### src/rtl/alu_arbiter.sv
// Two-requester front end for a registered ALU: grants one request, holds its operands,
// captures the result and flags, and presents them until consumed.
// Optional macro ALU_ARB_ROUND_ROBIN_EN selects alternating grants instead of fixed req0 priority.
module alu_arbiter #(
  parameter int WIDTH = 32,
  parameter int OPW   = 4
) (
  input  logic             clk,
  input  logic             rst_n,
  input  logic             req0_valid,
  input  logic             req1_valid,
  output logic             req0_ready,
  output logic             req1_ready,
  input  logic [WIDTH-1:0] req0_a,
  input  logic [WIDTH-1:0] req0_b,
  input  logic [WIDTH-1:0] req1_a,
  input  logic [WIDTH-1:0] req1_b,
  input  logic [OPW-1:0]   req0_op,
  input  logic [OPW-1:0]   req1_op,
  output logic [WIDTH-1:0] alu_a,
  output logic [WIDTH-1:0] alu_b,
  output logic [OPW-1:0]   alu_csig,
  input  logic [WIDTH-1:0] alu_out,
  input  logic             alu_z,
  input  logic             alu_n,
  input  logic             alu_v,
  output logic             rsp_valid,
  input  logic             rsp_ready,
  output logic             rsp_id,
  output logic [WIDTH-1:0] rsp_result,
  output logic [2:0]       rsp_flags,
  output logic             busy
);

  localparam logic [OPW-1:0] OP_CLEAR = OPW'(4'b1011);

  typedef enum logic [1:0] {IDLE, ISSUE, WAIT, RESP} state_t;

  state_t           r_state;
  state_t           w_next;
  logic             w_anyValid;
  logic             w_accept;
  logic             w_grant1;
  logic [WIDTH-1:0] r_aluA;
  logic [WIDTH-1:0] r_aluB;
  logic [OPW-1:0]   r_aluCsig;
  logic             r_rspId;
  logic [WIDTH-1:0] r_rspResult;
  logic [2:0]       r_rspFlags;

  assign w_anyValid = req0_valid | req1_valid;
  assign w_accept   = (r_state == IDLE) & w_anyValid;

`ifdef ALU_ARB_ROUND_ROBIN_EN
  logic r_lastGrant;

  // On contention, grant whichever requester did not win last time.
  always_comb begin
    w_grant1 = req1_valid & (~req0_valid | ~r_lastGrant);
  end

  always_ff @(posedge clk or negedge rst_n) begin
    if (!rst_n)        r_lastGrant <= 1'b1;
    else if (w_accept) r_lastGrant <= w_grant1;
  end
`else
  always_comb begin
    w_grant1 = req1_valid & ~req0_valid;
  end
`endif

  always_ff @(posedge clk or negedge rst_n) begin
    if (!rst_n) r_state <= IDLE;
    else        r_state <= w_next;
  end

  always_comb begin
    w_next = r_state;
    case (r_state)
      IDLE:    if (w_anyValid) w_next = ISSUE;
      ISSUE:   w_next = WAIT;
      WAIT:    w_next = RESP;
      RESP:    if (rsp_ready) w_next = IDLE;
      default: w_next = IDLE;
    endcase
  end

  always_comb begin
    req0_ready = w_accept & ~w_grant1;
    req1_ready = w_accept & w_grant1;
    busy       = (r_state != IDLE);
    rsp_valid  = (r_state == RESP);
  end

  // Operands are latched only at grant, so later input changes cannot reach the ALU.
  always_ff @(posedge clk or negedge rst_n) begin
    if (!rst_n) begin
      r_aluA      <= '0;
      r_aluB      <= '0;
      r_aluCsig   <= OP_CLEAR;
      r_rspId     <= 1'b0;
      r_rspResult <= '0;
      r_rspFlags  <= 3'b000;
    end else if (w_accept) begin
      r_aluA    <= w_grant1 ? req1_a  : req0_a;
      r_aluB    <= w_grant1 ? req1_b  : req0_b;
      r_aluCsig <= w_grant1 ? req1_op : req0_op;
      r_rspId   <= w_grant1;
    end else if (r_state == WAIT) begin
      r_rspResult <= alu_out;
      r_rspFlags  <= {alu_v, alu_n, alu_z};
      r_aluA      <= '0;
      r_aluB      <= '0;
      r_aluCsig   <= OP_CLEAR;
    end
  end

  assign alu_a      = r_aluA;
  assign alu_b      = r_aluB;
  assign alu_csig   = r_aluCsig;
  assign rsp_id     = r_rspId;
  assign rsp_result = r_rspResult;
  assign rsp_flags  = r_rspFlags;

endmodule

### config.mk
export PLATFORM = sky130hd
export DESIGN_NAME = alu_arbiter
export DESIGN_NICKNAME = d
export VERILOG_FILES = /design/src/rtl/alu_arbiter.sv
export SDC_FILE = /design/constraint.sdc
export NUM_CORES = 1
export LEC_CHECK = 0
export ABC_AREA = 1
export CORE_MARGIN = 2
export CORE_UTILIZATION = 44
export CTS_BUF_LIST = sky130_fd_sc_hd__clkbuf_4 sky130_fd_sc_hd__clkbuf_8
export DETAILED_ROUTE_END_ITERATION = 6
export MAX_ROUTING_LAYER = met4
export PLACE_DENSITY = 0.95
export SYNTH_ARGS = -nofsm -noshare
export SYNTH_HDL_FRONTEND = slang
export SYNTH_SLANG_ARGS = --single-unit
export TNS_END_PERCENT = 50
### constraint.sdc
create_clock -name clk -period 4.3 [get_ports clk]
set_clock_uncertainty 0.05 [all_clocks]
set_input_delay 0.645 -clock clk [delete_from_list [all_inputs] [get_ports clk]]
set_output_delay 0.645 -clock clk [all_outputs]
set_load 0.02 [all_outputs]
==> summary.md <==
| Metric | Value |
|---|---|
| Placed Instances | 1,083 |
| Final WS setup | 0.9947 ns |
| WHS | 0.3977 ns |
| Dominant synthesized flop cell | dfrtp_1 |
| FF-to-FF setup slack | 1.83 ns |
| Data required, critical path | 3.61 ns |
| Status | finished, violations left |
| Leakage dissipation | 3.987 nW |
| Worst R2R End | alu_a[31]$_DFFE_PN0P_ |
| Clock Sinks | 106 |
| Power after layout | 5.405 mW |
| Die X | 113.0 µm |
| Initial DRC count | 433 |
| Worst setup path startpoint | req0_valid |
| Most common cell in the netlist | nand2_1 |
| Synthesized cell area | 0.005224 mm² |
| Crit path arrival time | 2.61 ns |
| Synthesis-stage register bit count | 106 |
| First-pass GRT wire length | 26,060 µm |
| Drt first pass iters | 7 |
| Worst-path cell chain | clkdlybuf4s50_1, inv_2, nand2_2, inv_1, nor2_1, clkdlybuf4s50_1 |
| Largest area contributor in the netlist | dfrtp_1 |
| DP HPWL | 11,750 µm |
| Starting density of the core | 45.36% |
| Final ANT Viol Nets | 0 |
| Initial antenna violation count | 0 |
| Post-CTS Setup Repair Bufs | 0 |
| Synth top area cells | dfrtp_1 49%, nand2_1 18%, nor2_1 9.7% |
| Via/cell ratio | 4.864 |
| GRT Resource Usage Total | 26.39% |
| Setup violators final | 0 |
| CP dominant cell by count | clkdlybuf4s50_1 |
| Sequential group share of total power | 31.9% |
| HP Class | in2async |
| # IOs | 284 |
| DRC violations left | 20 |
| Worst-skew pair later-pin latency | 0.35 ns |
| Syn_nets | 873 |
| Commonest cells post-synth | 248 x nand2_1, 135 x nor2_1, 103 x dfrtp_1, 75 x nand3_1, 45 x or2_2 |
| Internal power | 3.114 mW |
| Final Hold Fails | 0 |
| CTS tree | yes |
| Final cell count without fillers | 1,099 |
| Core area | 0.01152 mm² |
| Number of port buffers | 283 |
| Largest net degree at the start of global routing | 104 |
| Ys async rst share | 100.0% |
| Max Clk Rate | 0.3025 GHz |
| Share of cells above drive strength 1 | 7.950% |
| Post-synth EDFFs | 0 |
| CP Class | in2out |
| Buf+Inv Stages, Crit Path | 4 |
| Violated checks | DRC |
| # diodes | 0 |
| CP peak stage delay | 0.64 ns |
| Startpoint Class | input pin |
| Clock Pin Slew Worst Setup and Hold Paths | 0.11 ns |
| Peak VDD IR | 374.7 µV |
| Final min period | 3.305 ns |
| # resized after CTS | 0 |
| CTS H-tree lvls | 3 |
| Pre-CTS setup slack | 0.9838 ns |
| Total grt overflow | 0 |
| Post-CTS Hold Fix Bufs | 0 |
| Comb pwr share | 55.0% |
| Mean post-synth cell area | 7.538 µm² |
| Vias in the first global route | 5,354 |
| Design area | 0.008305 mm² |
| Pwr Density | 650.7 mW/mm² |
| Gpl congestion | 0.8845 |
| Clock root buffer | clkbuf_8 |
| Setup crit end kind | output port |
| Synth Warn # | 0 |
| Final nets | 1,131 |
| Die area | 0.01276 mm² |
| Max-slew violation count | 0 |
| Seq/Total Area, Yosys | 50.85% |
| CTS Buffer Depth | 2 |
| Post-DP Area | 0.008069 mm² |
| Synth-to-layout area growth | 58.99% |
| Clock network fraction of design power | 13.2% |
| Unique masters post-synth | 19 |
| R2R Path Start | r_state[0]$_DFFE_PN0P_ |
| Total Routed Length | 16,330 µm |
| Cells after synthesis | 693 |
| Sw Share | 42.38% |
| CTS buffer count | 9 |
| Via count | 5,346 |
| Top cell family by delay on the critical path | buffers and inverters |
| Final design utilization | 72.12% |
| Post-Route Setup TNS | 0 ns |
| Avg WL per Cell | 14.86 µm |
| Row count | 39 |
| Die Y | 113.0 µm |
| CP max FO | 38 |
| Crit-path slowest cell | clkdlybuf4s50_1 |
| Reg2reg path depth | 8 |
| Yosys top cell area share | 49.34% |
| Period Utilization, post-route | 76.87% |
| RSZ-0062 raised after global routing | false |
| Slew headroom | 27.18% |
| Worst Tran Pin Value | 1.092 ns |
| Switching power | 2.291 mW |
| Max-cap violations | 0 |
[flip-flops by register name (all words and copies together) (netlist names)]
register / count
alu_csig: 4
rsp_result: 32
alu_a: 32
rsp_flags: 3
rsp_id: 1
alu_b: 32
r_state: 2
[worst max path at each step]
stage / end / slack (ns) / depth (start not counted)
floorplan: req0_ready / 2.32 / 5
global placement: req0_ready / 1.01 / 6
detailed placement: req0_ready / 0.98 / 6
CTS: req0_ready / 0.98 / 6
global route: req0_ready / 0.82 / 6
finish: req0_ready / 0.99 / 6
[layout make-up]
class | instances | area (µm²)
Tap cell | 143 | 178.9
Timing Repair Buffer | 290 | 2883
Fill cell | 882 | 3211
Multi-Input combinational cell | 531 | 2302
Clock buffer | 11 | 151.4
Sequential cell | 106 | 2656
Clock inverter | 5 | 85.08
Inverter | 13 | 48.80
[worst register-to-register path, stage by stage (launching register included)]
cell and delay (ns):
dfrtp_1 0.39, inv_1 0.09, ha_1 0.27, o21ai_4 0.09
buf_4 0.53, buf_4 0.69, nor2_1 0.13, nand2_1 0.09
nand2_1 0.05
[power groups by stage]
stage                     clock network, mW  registers [mW]  logic (mW)
after CTS                             0.727            1.72        3.00
after global routing                  0.755            1.77        3.24
after floorplan                           0            2.25        1.07
after global placement                    0            1.70        2.91
after detailed placement                  0            1.73        2.99
final                                 0.712            1.72        2.97
[cell families after synthesis]
kind of cell	synth area share, %
AND/OR/NAND/NOR	42.61
flip-flops	50.85
buffers and inverters	5.078
adder cells (fa/ha/maj)	0.9581
AO/OA/AOI/OAI	0.5031
[layout by cell type (no fill, tap or decap), types with 3 or more instances in the layout]
cell type,count
buf_4,8
clkbuf_8,11
clkdlybuf4s50_1,282
dfrtp_1,103
dfstp_2,3
ha_1,4
inv_1,11
nand2_1,248
nand3_1,75
nor2_1,135
or2_0,18
or2_2,45
[per-layer routing]
metal / vias to the layer above / track usage, % / routed length (µm)
met5: - / - / 0
met4: 0 / 11.22 / 555
met3: 40 / 4.606 / 1313
met2: 216 / 45.70 / 8312
met1: 2458 / 30.31 / 6152
li1: 2632 / - / -
Power figures use the tool's default switching activity.
